===== src/rtl/day02_range_parser_if.sv =====
// ROM fetch port and parsed-range output port of the range parser.
// master = parser side, slave = ROM / downstream consumer side.
interface day02_range_parser_if #(
  parameter int N_ADDR_BITS = 16,
  parameter int VALUE_WIDTH = 64
);
  logic [N_ADDR_BITS:0]   rom_addr;
  logic [7:0]             rom_data;
  logic                   rom_valid;
  logic [VALUE_WIDTH-1:0] range_lo;
  logic [VALUE_WIDTH-1:0] range_hi;
  logic                   range_valid;
  logic                   range_ready;
  logic [15:0]            range_count;
  logic                   parse_error;
  logic                   done;

  modport master (
    output rom_addr,
    input  rom_data,
    input  rom_valid,
    output range_lo,
    output range_hi,
    output range_valid,
    input  range_ready,
    output range_count,
    output parse_error,
    output done
  );

  modport slave (
    input  rom_addr,
    output rom_data,
    output rom_valid,
    input  range_lo,
    input  range_hi,
    input  range_valid,
    output range_ready,
    input  range_count,
    input  parse_error,
    input  done
  );
endinterface


===== src/rtl/day02_range_parser.sv =====
// Streams ASCII "lo-hi" pairs from a byte ROM (2 cycles/byte) and emits each range with valid/ready.
// EMIT holds the range until range_ready; parsing stalls meanwhile. done is sticky until reset.
module day02_range_parser #(
  parameter int N_ADDR_BITS = 16,
  parameter int VALUE_WIDTH = 64
) (
  input logic                  clk,
  input logic                  rst_n,
  day02_range_parser_if.master bus
);
  localparam int AW = N_ADDR_BITS + 1;

  typedef enum logic [1:0] {
    FETCH   = 2'd0,
    CONSUME = 2'd1,
    EMIT    = 2'd2,
    FINISH  = 2'd3
  } state_t;

  state_t                 state;
  logic [AW-1:0]          addr;
  logic [VALUE_WIDTH-1:0] acc;
  logic [VALUE_WIDTH-1:0] lo_q;
  logic                   field_hi;
  logic                   seen_digit;
  logic                   eof_pending;
  logic [VALUE_WIDTH-1:0] out_lo;
  logic [VALUE_WIDTH-1:0] out_hi;
  logic                   out_valid;
  logic [15:0]            count;
  logic                   err;
  logic                   done_q;

  logic                   is_digit;
  logic                   is_dash;
  logic                   is_sep;
  logic                   is_skip;
  logic                   at_eof;
  logic                   term_emit;
  logic                   term_empty;
  logic [VALUE_WIDTH-1:0] acc_next;

  always_comb begin
    is_digit   = (bus.rom_data >= 8'h30) && (bus.rom_data <= 8'h39);
    is_dash    = (bus.rom_data == 8'h2d);
    is_sep     = (bus.rom_data == 8'h2c) || (bus.rom_data == 8'h0a);
    is_skip    = (bus.rom_data == 8'h20) || (bus.rom_data == 8'h0d);
    // The last addressable byte is treated as end of file so the address never wraps.
    at_eof     = !bus.rom_valid || (addr == {AW{1'b1}});
    term_emit  = field_hi && seen_digit;
    term_empty = !field_hi && !seen_digit;
    // ASCII '0'..'9' carry their value in the low nibble.
    acc_next   = (acc << 3) + (acc << 1) + VALUE_WIDTH'(bus.rom_data[3:0]);
  end

  always_ff @(posedge clk) begin
    if (!rst_n) begin
      state       <= FETCH;
      addr        <= '0;
      acc         <= '0;
      lo_q        <= '0;
      field_hi    <= 1'b0;
      seen_digit  <= 1'b0;
      eof_pending <= 1'b0;
      out_lo      <= '0;
      out_hi      <= '0;
      out_valid   <= 1'b0;
      count       <= '0;
      err         <= 1'b0;
      done_q      <= 1'b0;
    end else begin
      case (state)
        FETCH: begin
          state <= CONSUME;
        end

        CONSUME: begin
          if (!at_eof) begin
            addr <= addr + 1'b1;
          end
          if (at_eof || is_sep) begin
            acc        <= '0;
            seen_digit <= 1'b0;
            field_hi   <= 1'b0;
            if (term_emit) begin
              out_lo      <= lo_q;
              out_hi      <= acc;
              out_valid   <= 1'b1;
              eof_pending <= at_eof;
              state       <= EMIT;
            end else begin
              if (!term_empty) begin
                err <= 1'b1;
              end
              if (at_eof) begin
                done_q <= 1'b1;
                state  <= FINISH;
              end else begin
                state  <= FETCH;
              end
            end
          end else if (is_digit) begin
            acc        <= acc_next;
            seen_digit <= 1'b1;
            state      <= FETCH;
          end else if (is_dash && !field_hi && seen_digit) begin
            lo_q       <= acc;
            acc        <= '0;
            seen_digit <= 1'b0;
            field_hi   <= 1'b1;
            state      <= FETCH;
          end else if (is_skip) begin
            state <= FETCH;
          end else begin
            // Misplaced '-' or an unexpected byte: drop the partial range and restart.
            err        <= 1'b1;
            acc        <= '0;
            seen_digit <= 1'b0;
            field_hi   <= 1'b0;
            state      <= FETCH;
          end
        end

        EMIT: begin
          if (bus.range_ready) begin
            out_valid <= 1'b0;
            count     <= count + 16'd1;
            if (eof_pending) begin
              done_q <= 1'b1;
              state  <= FINISH;
            end else begin
              state  <= FETCH;
            end
          end
        end

        FINISH: begin
          done_q <= 1'b1;
        end

        default: begin
          state <= FETCH;
        end
      endcase
    end
  end

  assign bus.rom_addr    = addr;
  assign bus.range_lo    = out_lo;
  assign bus.range_hi    = out_hi;
  assign bus.range_valid = out_valid;
  assign bus.range_count = count;
  assign bus.parse_error = err;
  assign bus.done        = done_q;
endmodule

===== src/flat_wrapper.sv =====
// flat-port wrapper written by rule: the top's interface ports become plain ports
module day02_range_parser_flat 
#(
  parameter int N_ADDR_BITS = 16,
  parameter int VALUE_WIDTH = 64
)
  (clk, rst_n, bus_rom_addr, bus_rom_data, bus_rom_valid, bus_range_lo, bus_range_hi, bus_range_valid, bus_range_ready, bus_range_count, bus_parse_error, bus_done);
  day02_range_parser_if #(.N_ADDR_BITS(N_ADDR_BITS), .VALUE_WIDTH(VALUE_WIDTH)) bus_i ();
  input logic clk;
  input logic rst_n;
  output wire logic [$bits(bus_i.rom_addr)-1:0] bus_rom_addr;
  input wire logic [$bits(bus_i.rom_data)-1:0] bus_rom_data;
  input wire logic [$bits(bus_i.rom_valid)-1:0] bus_rom_valid;
  output wire logic [$bits(bus_i.range_lo)-1:0] bus_range_lo;
  output wire logic [$bits(bus_i.range_hi)-1:0] bus_range_hi;
  output wire logic [$bits(bus_i.range_valid)-1:0] bus_range_valid;
  input wire logic [$bits(bus_i.range_ready)-1:0] bus_range_ready;
  output wire logic [$bits(bus_i.range_count)-1:0] bus_range_count;
  output wire logic [$bits(bus_i.parse_error)-1:0] bus_parse_error;
  output wire logic [$bits(bus_i.done)-1:0] bus_done;
  assign bus_rom_addr = bus_i.rom_addr;
  assign bus_i.rom_data = bus_rom_data;
  assign bus_i.rom_valid = bus_rom_valid;
  assign bus_range_lo = bus_i.range_lo;
  assign bus_range_hi = bus_i.range_hi;
  assign bus_range_valid = bus_i.range_valid;
  assign bus_i.range_ready = bus_range_ready;
  assign bus_range_count = bus_i.range_count;
  assign bus_parse_error = bus_i.parse_error;
  assign bus_done = bus_i.done;
  day02_range_parser #(.N_ADDR_BITS(N_ADDR_BITS), .VALUE_WIDTH(VALUE_WIDTH)) u_core (.clk(clk), .rst_n(rst_n), .bus(bus_i));
endmodule

===== config.mk =====
export PLATFORM = sky130hd
export DESIGN_NAME = day02_range_parser_flat
export DESIGN_NICKNAME = d
export VERILOG_FILES = /design/src/rtl/day02_range_parser_if.sv /design/src/rtl/day02_range_parser.sv /design/src/flat_wrapper.sv
export SDC_FILE = /design/constraint.sdc
export NUM_CORES = 1
export LEC_CHECK = 0
export CAP_MARGIN = 20
export CORE_AREA = 3 3 190 192
export DETAILED_ROUTE_END_ITERATION = 8
export DIE_AREA = 0 0 193 195
export MAX_ROUTING_LAYER = met4
export PLACE_DENSITY_LB_ADDON = 0.3
export SETUP_SLACK_MARGIN = 0.05
export SLEW_MARGIN = 20
export SYNTH_ARGS = -nofsm -noshare
export SYNTH_HDL_FRONTEND = slang
export SYNTH_SLANG_ARGS = --single-unit

===== constraint.sdc =====
create_clock -name clk -period 8.2 [get_ports clk]
set_input_delay 2.05 -clock clk [delete_from_list [all_inputs] [get_ports clk]]
set_output_delay 2.05 -clock clk [all_outputs]
set_load 0.02 [all_outputs]

# After elaboration in Yosys (flattened, before gate mapping)
# Cells that the tools add are included.
# Widths: inputs -> output; s select.
# word_totals
output_inout_bits	164
regBits	297
in_bits	12
# classes
n_addsub	4
order_cmp	2
muxes	33
bitwise	3
reduce_logical	26
n_eq_ne	22
# op_table
operator	count
$mux 64	4
$add 64x4->64	1
$add 64x64->64	1
$eq 8x6->1 const B	3
$mux 1	21
$add 17x1->17 const B	1
$eq 17x17->1 const B	1
$add 16x1->16 const B	1
$eq 8x4->1 const B	2
$ne 2x2->1 const B	6
$reduce_and 6->1	2
$mux 2	5
$ne 2x1->1 const B	5
$ge 8x6->1 const B	1
$le 8x6->1 const B	1
$reduce_and 2->1	4
$reduce_and 4->1	2
$pmux 2 s3	1
$reduce_and 3->1	2
$reduce_bool 3->1	2
$logic_and 1x1->1	5
$eq 2x2->1 const B	2
$logic_or 1x1->1	4
$ne 4x3->1 const B	1
other kinds (8)	12

# Depth between registers and ports, before layout
# Gate-level depths: netlist of run 1.
# logic_depth
depth_word	6
ltp_mapped	16
mapped_depth_nobuf	14

# Worst setup path before layout of run 1
# No wires, ideal clock.
# synth_path
path_kind	input to register
from	in bus_rom_data[3]
to	reg u_core.acc[60]
t_required_ns	8.116
path_slack_ns	3.244
setup_ns	0.084
n_path_buf	0
arrival_time_ns	4.872
path_stages	13
cell_sequence	inv_1 > fa_1 > inv_1 > fa_1 > a21o_1 > a311o_1 > nand3_2 > a311oi_1 > a2111o_1 > o211ai_2 > a21oi_2 > o21a_1 > o31ai_2
# synth_between
elab_chain_len	6
elab_cells_between_ends	19
cone_classes	add/sub: 1; order compare: 2; eq/ne: 6; mux: 3; reduce/logical: 7
# synth_lines
item	line_no	source
start: declaration	flat_wrapper.sv:12	input wire logic [$bits(bus_i.rom_data)-1:0] bus_rom_data;
branches (longest 6 deep; another with $add 64x4->64)	-	
end signal: assignment	day02_range_parser.sv:103	acc <= acc_next;
end: declaration	day02_range_parser.sv:22	logic [VALUE_WIDTH-1:0] acc;
# Parallel ways; which one is timed is not known.
# A chain may end at the register's enable or synchronous reset.

# Worst setup path in the final report of run 1
# layout_path
from	in bus_rom_data[3]
to	reg u_core.acc[47]
# Same word-level chain as after synthesis.

==> results.sh, run 1 <==
export IMPL_worstPathMaxFanout=5
export IMPL_worst_reg_to_reg_path_cell_count=14
export IMPL_synthDistinctLibCells=73
export IMPL_ys_seq_area_frac=0.383
export IMPL_fin_area_sq_mm=0.0188
export IMPL_fin_setup_tns_ns=0
export IMPL_detailroute_via_count=13622
export IMPL_fp_dieW_um=193
export IMPL_hold_slack_ns=0.460
export IMPL_irDropWorstVdd_v=0.000143
export IMPL_worst_setup_path_start_kind="input port"
export IMPL_floorplan_core_area_sq_mm=0.0345
export IMPL_timing_reg2reg_setup_slack_ns=4.09
export IMPL_run_status="finished, final reports clean"
export IMPL_synth_async_reset_ratio=0
export IMPL_placement_rows=68
export IMPL_design_final_nets=2160
export IMPL_grt_max_degree=151
export IMPL_finalMaxSlewViolations=0
export IMPL_power_density_mw_per_mm2=167
export IMPL_startpoint="bus_rom_data[3]"
export IMPL_post_route_cells_drive_above_1_share=0.0436
export IMPL_synth_edff_count=0
export IMPL_clock_tree_htree_level_count=2
export IMPL_drt_iter0_drc=842
export IMPL_holdPathEnd="u_core.lo_q[55]$_SDFFE_PN0P_"
export IMPL_max_cap_viol_count=0
export IMPL_timing_worst_setup_path_type="input port to flop"
export IMPL_total_standard_cell_area_after_synthesis_sq_mm=0.0155
export IMPL_die_span_in_y_um=195
export IMPL_clock_root_buffer="sky130_fd_sc_hd__clkbuf_16"
export IMPL_crit_reg2reg_launch="u_core.bus.rom_addr[7]$_SDFFE_PN0P_"
export IMPL_synthesis_nets=2033
export IMPL_routed_via_density=5.46
export IMPL_cp_data_arrival_time_ns=5.85
export IMPL_drc_errors=0
export IMPL_worst_setup_path_end_kind="flop"
export IMPL_die_outline_area_sq_mm=0.0376
export IMPL_rsz_0062_raised_after_global_routing="false"
export IMPL_drt_pass1_iter_count=5
export IMPL_layout_area_overhead_vs_synth_pct=21.1
export IMPL_final_period_utilization=0.661
export IMPL_avgSynthCellArea_sq_um=8.22
export IMPL_grt_antenna_before_repair=0
export IMPL_worst_hold_path_type="flop to flop"
export IMPL_globalRouteOverflowTotal=0
export IMPL_all_layer_global_routing_usage=0.222
export IMPL_pin_count=176
export IMPL_cts_reportedPaths_clkPinSlew_ns=0.06
export IMPL_clock_insertion_delay_worst_skew_ns=0.51
export IMPL_worst_r2r_endpoint="u_core.acc[57]$_SDFFE_PN0P_"
export IMPL_cts_buffers=35
export IMPL_final_setup_skew_ns=0.0135
export IMPL_postCtsHoldBufs=0
export IMPL_quantity_of_i_o_buffers_inserted_on_ports=175
export IMPL_required_ns=8.63
export IMPL_post_syn_instances=1890
export IMPL_postCtsSetupRepairBufs=0
export IMPL_ctsResizeCount=0
export IMPL_whs_path_depth=2
export IMPL_placement_cell_area_sq_mm=0.0176
export IMPL_slew_headroom=0.365
export IMPL_cts_num_sinks=297
export IMPL_vias_in_the_first_global_route=13357
export IMPL_timing_hold_worst_start="u_core.lo_q[55]$_SDFFE_PN0P_"
export IMPL_gpl_final_weighted_congestion=0.913
export IMPL_dpl_hpwl_mm=28.1
export IMPL_synth_top_flop_cell="sky130_fd_sc_hd__dfxtp_1"
export IMPL_initial_standard_cell_utilization_of_the_core=0.450
export IMPL_synth_yosys_warnings=0
export IMPL_achievable_frequency_mhz=185
export IMPL_tritoncts="done"
export IMPL_drtAntennaViolNets=0
export IMPL_worst_slew_pin_slew_ns=0.952
export IMPL_report_final_hold_viol_count=0
export IMPL_power_static_leakage_nw=7.08
export IMPL_antennaDiodeCount=0
export IMPL_fillers=3292
export IMPL_final_number_of_setup_violating_endpoints=0
export IMPL_cts_path_max_buffers=3
export IMPL_wire_per_inst_um=16.5
export IMPL_synth_seq_cells=297
export IMPL_layout_min_cycle_time_ns=5.42
export IMPL_drt_total_wl_mm=41.3
export IMPL_first_pass_grt_wire_length_mm=67.9
-- critical path: stages --
cell	delay, ns
sky130_fd_sc_hd__clkdlybuf4s50_1	0.56
sky130_fd_sc_hd__inv_1	0.11
sky130_fd_sc_hd__fa_1	0.54
sky130_fd_sc_hd__inv_1	0.07
sky130_fd_sc_hd__ha_1	0.29
sky130_fd_sc_hd__a21oi_1	0.25
sky130_fd_sc_hd__o21ai_2	0.13
sky130_fd_sc_hd__o221ai_2	0.31
sky130_fd_sc_hd__o31ai_2	0.15
sky130_fd_sc_hd__a31oi_1	0.68
sky130_fd_sc_hd__o21a_1	0.32
sky130_fd_sc_hd__nand2_1	0.09
sky130_fd_sc_hd__xnor2_1	0.15
sky130_fd_sc_hd__o21ai_0	0.16
-- metrics by stage --
| stage | instances | utilization | setup WS (ns) | power [mW] |
|---|---|---|---|---|
| after floorplan | 1890 | - | 3.24 | 1.53 |
| after global placement | 2434 | 0.509 | 2.40 | 1.56 |
| after detailed placement | 2434 | 0.509 | 2.33 | 1.56 |
| after CTS | 2496 | 0.544 | 2.85 | 3.19 |
| after global routing | 2497 | 0.544 | 2.60 | 3.25 |
| final | 2497 | 0.544 | 2.78 | 3.15 |
-- worst max-delay path by stage --
stage	endpoint	slack (ns)	depth (start not counted)
3_3_place_gp	u_core.acc[60]$_SDFFE_PN0P_	2.40	14
4_1_cts	u_core.acc[60]$_SDFFE_PN0P_	2.85	14
3_5_place_dp	u_core.acc[60]$_SDFFE_PN0P_	2.33	14
5_1_grt	u_core.acc[61]$_SDFFE_PN0P_	2.60	14
2_1_floorplan	u_core.acc[60]$_SDFFE_PN0P_	3.24	13
6_report	u_core.acc[47]$_SDFFE_PN0P_	2.78	14
-- cells by family after synthesis --
| group | after synthesis | share of synthesized area |
|---|---|---|
| compound gates | 502 | 0.223 |
| xor+xnor | 72 | 0.0406 |
| fa+ha+maj | 131 | 0.107 |
| buf+inv | 125 | 0.0311 |
| flops | 297 | 0.383 |
| mux | 9 | 0.00588 |
| simple gates | 754 | 0.210 |
-- cell usage after synthesis, types with 34 or more instances --
| library cell | instances | area (sq um) |
|---|---|---|
| sky130_fd_sc_hd__dfxtp_1 | 297 | 5950 |
| sky130_fd_sc_hd__xnor2_1 | 50 | 438 |
| sky130_fd_sc_hd__a21oi_1 | 89 | 445 |
| sky130_fd_sc_hd__nor2b_1 | 35 | 219 |
| sky130_fd_sc_hd__ha_1 | 129 | 1610 |
| sky130_fd_sc_hd__o21ai_0 | 69 | 345 |
| sky130_fd_sc_hd__clkbuf_1 | 88 | 330 |
| sky130_fd_sc_hd__a21boi_0 | 204 | 1530 |
| sky130_fd_sc_hd__nand2_1 | 504 | 1890 |
| sky130_fd_sc_hd__and2_1 | 34 | 213 |
| sky130_fd_sc_hd__nor2_1 | 65 | 244 |
-- placed cells by master (no fill, tap or decap), types with 12 or more instances in the layout --
cell / instances
sky130_fd_sc_hd__inv_1: 29
sky130_fd_sc_hd__xnor2_1: 50
sky130_fd_sc_hd__o21ai_0: 69
sky130_fd_sc_hd__dfxtp_1: 297
sky130_fd_sc_hd__nor3_1: 18
sky130_fd_sc_hd__and3_1: 13
sky130_fd_sc_hd__o21a_1: 12
sky130_fd_sc_hd__nand3_1: 29
sky130_fd_sc_hd__nor2_1: 65
sky130_fd_sc_hd__a21boi_0: 204
sky130_fd_sc_hd__nand4_1: 22
sky130_fd_sc_hd__and2_1: 33
sky130_fd_sc_hd__nand2_1: 504
sky130_fd_sc_hd__a21oi_1: 89
sky130_fd_sc_hd__ha_1: 129
sky130_fd_sc_hd__clkbuf_16: 37
sky130_fd_sc_hd__a22oi_1: 28
sky130_fd_sc_hd__clkdlybuf4s50_1: 174
sky130_fd_sc_hd__a21o_1: 19
sky130_fd_sc_hd__nor2b_1: 34
sky130_fd_sc_hd__xor2_1: 22
-- routing by layer --
layer	share of wire	GRT usage	vias to the layer above
met5	0	-	-
met4	0.017	0.0565	0
met3	0.053	0.0262	53
met2	0.45	0.347	324
met1	0.48	0.307	6436
li1	-	-	6809
-- final cells by class --
class                           count  area [sq um]  share of cell area
Clock buffer                       50          1000              0.0534
Clock inverter                     12           193              0.0102
Inverter                           29           109             0.00579
Multi-Input combinational cell   1468          9140               0.486
Sequential cell                   297          5950               0.316
Tap cell                          455           569              0.0303
Timing Repair Buffer              186          1840              0.0980
-- flip-flops by register name, indices dropped and copies added, names as in the netlist --
register	count
u_core.bus.done	1
u_core.eof_pending	1
u_core.bus.range_hi	64
u_core.acc	64
u_core.bus.range_valid	1
u_core.bus.parse_error	1
u_core.bus.range_count	16
u_core.state	2
u_core.field_hi	1
u_core.bus.range_lo	64
u_core.seen_digit	1
u_core.lo_q	64
u_core.bus.rom_addr	17
-- power by group --
part	internal (mW)	leakage, nW	switching, mW
registers	1.45	2.39	0.00245
logic	0.0320	4.10	0.0479
clock network	1.01	0.588	0.607
(Power assumes the default switching activity.)
==> run 2: changes to the inputs <==
==> constraint.sdc (replaced) <==
create_clock -name clk -period 5.2 [get_ports clk]
set_input_delay 1.3 -clock clk [delete_from_list [all_inputs] [get_ports clk]]
set_output_delay 1.3 -clock clk [all_outputs]
set_load 0.02 [all_outputs]
==> run 2 against run 1 <==
  * Flip-flop and latch count unchanged
  * Cell count about the same
  * Sequential power up 57%
  * Global-route usage down 0.37 points
  * Critical endpoint is now u_core.acc[60]$_SDFFE_PN0P_
  * Critical path type unchanged
  * Register-to-register slack worse by 2.8 ns
  * Worst hold slack about the same
  * Count of clock-buffer cells in the layout up 6
  * First-iteration DRC count down 7.5%
==> results.sh, run 2 (synthesis gave the netlist of run 1 again) <==
export IMPL_report_final_hold_viol_count=0
export IMPL_postCtsSetupRepairBufs=0
export IMPL_drtAntennaViolNets=0
export IMPL_worstPathMaxFanout=4
export IMPL_cts_num_sinks=297
export IMPL_quantity_of_i_o_buffers_inserted_on_ports=175
export IMPL_ff_latch_area_sq_mm=0.00595
export IMPL_detailroute_via_count=13607
export IMPL_required_ns=5.62
export IMPL_all_layer_global_routing_usage=0.218
export IMPL_irDropWorstVdd_v=0.000223
export IMPL_antennaDiodeCount=0
export IMPL_cellInternalPower_mw=3.80
export IMPL_fin_setup_tns_ns=0
export IMPL_tritoncts="done"
export IMPL_timing_worst_setup_path_type="input port to flop"
export IMPL_floorplan_core_area_sq_mm=0.0345
export IMPL_run_status="finished, final reports clean"
export IMPL_wire_per_inst_um=16.2
export IMPL_worst_setup_path_end_kind="flop"
export IMPL_grt_max_degree=121
export IMPL_clock_insertion_delay_worst_skew_ns=0.51
export IMPL_pwr_share_comb=0.026
export IMPL_worst_path_buf_inv=3
export IMPL_cp_data_arrival_time_ns=5.03
export IMPL_initial_standard_cell_utilization_of_the_core=0.450
export IMPL_final_common_cell="sky130_fd_sc_hd__nand2_1"
export IMPL_cpMaxStageDelayCell="sky130_fd_sc_hd__fa_1"
export IMPL_clock_tree_htree_level_count=2
export IMPL_slew_headroom=0.347
export IMPL_layout_min_cycle_time_ns=4.61
export IMPL_rsz_0062_raised_after_global_routing="false"
export IMPL_worst_hold_path_type="flop to flop"
export IMPL_achievable_frequency_mhz=217
export IMPL_power_switching_mw=1.03
export IMPL_final_core_utilization=0.544
export IMPL_vias_in_the_first_global_route=13197
export IMPL_routed_via_density=5.44
export IMPL_postLayoutSetupSlackWorst_ns=0.588
export IMPL_post_route_cells_drive_above_1_share=0.0455
export IMPL_dpl_hpwl_mm=28.0
export IMPL_fp_dieW_um=193
export IMPL_power_density_mw_per_mm2=257
export IMPL_crit_path_max_incr_delay_ns=0.54
export IMPL_drt_iter0_drc=779
export IMPL_final_period_utilization=0.887
export IMPL_first_pass_grt_wire_length_mm=67.1
export IMPL_power_sequential_fraction=0.473
export IMPL_drt_total_wl_mm=40.5
export IMPL_ctsResizeCount=0
export IMPL_placement_rows=68
export IMPL_worstPathCellList="clkdlybuf4s50_1 -> inv_1 -> fa_1 -> inv_1 -> fa_1 -> a21o_1 -> a311o_1 -> nand3_2 -> a311oi_1 -> a2111o_1 -> o211ai_2 -> a21oi_2 -> o21a_1 -> o31ai_2"
export IMPL_die_span_in_y_um=195
export IMPL_grt_antenna_before_repair=0
export IMPL_globalRouteOverflowTotal=0
export IMPL_power_frac_clock=0.501
export IMPL_final_number_of_setup_violating_endpoints=0
export IMPL_cts_path_max_buffers=3
export IMPL_most_frequent_cells_in_the_layout="sky130_fd_sc_hd__nand2_1, sky130_fd_sc_hd__dfxtp_1, sky130_fd_sc_hd__a21boi_0"
export IMPL_fillers=3272
export IMPL_pre_cts_ws_ns=0.139
export IMPL_crit_reg2reg_launch="u_core.bus.rom_addr[7]$_SDFFE_PN0P_"
export IMPL_worst_slew_pin_slew_ns=0.979
export IMPL_power_static_leakage_nw=7.08
export IMPL_design_final_nets=2165
export IMPL_pin_count=176
export IMPL_drc_errors=0
export IMPL_max_cap_viol_count=0
export IMPL_die_outline_area_sq_mm=0.0376
export IMPL_startpoint="bus_rom_data[3]"
export IMPL_drt_pass1_iter_count=5
export IMPL_timing_hold_worst_start="u_core.bus.range_lo[47]$_SDFFE_PN0P_"
export IMPL_cts_buffers=35
export IMPL_power_switching_fraction=0.213
export IMPL_gpl_final_weighted_congestion=0.904
export IMPL_postCtsHoldBufs=0
export IMPL_totalPowerFinal_mw=4.83
export IMPL_clock_root_buffer="sky130_fd_sc_hd__clkbuf_16"
export IMPL_worst_setup_path_start_kind="input port"
export IMPL_finalMaxSlewViolations=0
export IMPL_final_setup_skew_ns=0.0174
export IMPL_layout_area_overhead_vs_synth_pct=21.0
export IMPL_path_delay_family="compound AO/OA/AOI/OAI gates"
export IMPL_multi_input_comb_area_sq_mm=0.00914
export IMPL_cts_reportedPaths_clkPinSlew_ns=0.06
[run 2: cell count changes in the layout (fill, tap and decap cells not counted)]
cell	before	now
sky130_fd_sc_hd__buf_4	10	15
sky130_fd_sc_hd__clkinv_2	5	1
sky130_fd_sc_hd__buf_12	0	1
sky130_fd_sc_hd__clkbuf_8	3	12
sky130_fd_sc_hd__inv_6	0	2
sky130_fd_sc_hd__and2_1	33	34
sky130_fd_sc_hd__clkinv_4	2	0
sky130_fd_sc_hd__clkbuf_1	10	7
sky130_fd_sc_hd__bufinv_16	5	0
sky130_fd_sc_hd__buf_8	1	0
sky130_fd_sc_hd__and2_2	1	0
[run 2: stage by stage]
step	instances	instance area (sq um)	hold slack (ns)
after floorplan	1890	15500	0.441
after global placement	2440	17600	0.449
after detailed placement	2440	17600	0.457
after CTS	2499	18800	0.464
after global routing	2499	18800	0.477
final	2499	18800	0.461
[run 2: layout make-up]
| cell class | instances | area share |
|---|---|---|
| multi-input combinational | 1468 | 0.486 |
| sequential | 297 | 0.316 |
| timing repair buffer | 191 | 0.100 |
| clock buffer | 56 | 0.0595 |
| tap | 455 | 0.0303 |
| inverter | 29 | 0.00579 |
| clock inverter | 3 | 0.00120 |
[run 2: path summary, 6_finish.rpt]
check / slack (ns) / endpoint / depth (start not counted)
setup / recovery: 0.59 / u_core.acc[60]$_SDFFE_PN0P_ / 14
hold / removal: 0.46 / u_core.bus.range_lo[47]$_SDFFE_PN0P_ / 2
setup reg to reg: 1.32 / u_core.acc[58]$_SDFFE_PN0P_ / 15
hold reg to reg: 0.46 / u_core.bus.range_lo[47]$_SDFFE_PN0P_ / 2
[run 2: power by group through the flow]
stage / registers [mW] / logic (mW) / clock network, mW
after floorplan: 2.34 / 0.0785 / 0
after global placement: 2.33 / 0.127 / 0
after detailed placement: 2.33 / 0.127 / 0
after CTS: 2.28 / 0.128 / 2.48
after global routing: 2.28 / 0.138 / 2.56
final: 2.28 / 0.128 / 2.42
[run 2: metal layers]
layer	wire, um	GRT usage
met3	2100	0.0278
met5	0	-
met1	19900	0.307
met2	17800	0.338
met4	699	0.0447
[run 2: worst register-to-register path, stage by stage, from the launching register on]
cell and delay (ns):
sky130_fd_sc_hd__dfxtp_1 0.35, sky130_fd_sc_hd__and3_1 0.21, sky130_fd_sc_hd__and3_1 0.21, sky130_fd_sc_hd__nand3_1 0.13
sky130_fd_sc_hd__nor2_1 0.07, sky130_fd_sc_hd__nand2_1 0.11, sky130_fd_sc_hd__nor2_1 0.07, sky130_fd_sc_hd__ha_1 0.17
sky130_fd_sc_hd__nand2b_1 0.31, sky130_fd_sc_hd__a41oi_2 0.50, sky130_fd_sc_hd__and4_1 0.31, sky130_fd_sc_hd__buf_4 0.36
sky130_fd_sc_hd__and2_1 0.61, sky130_fd_sc_hd__and3_1 0.28, sky130_fd_sc_hd__mux2i_1 0.08, sky130_fd_sc_hd__nand2_1 0.07
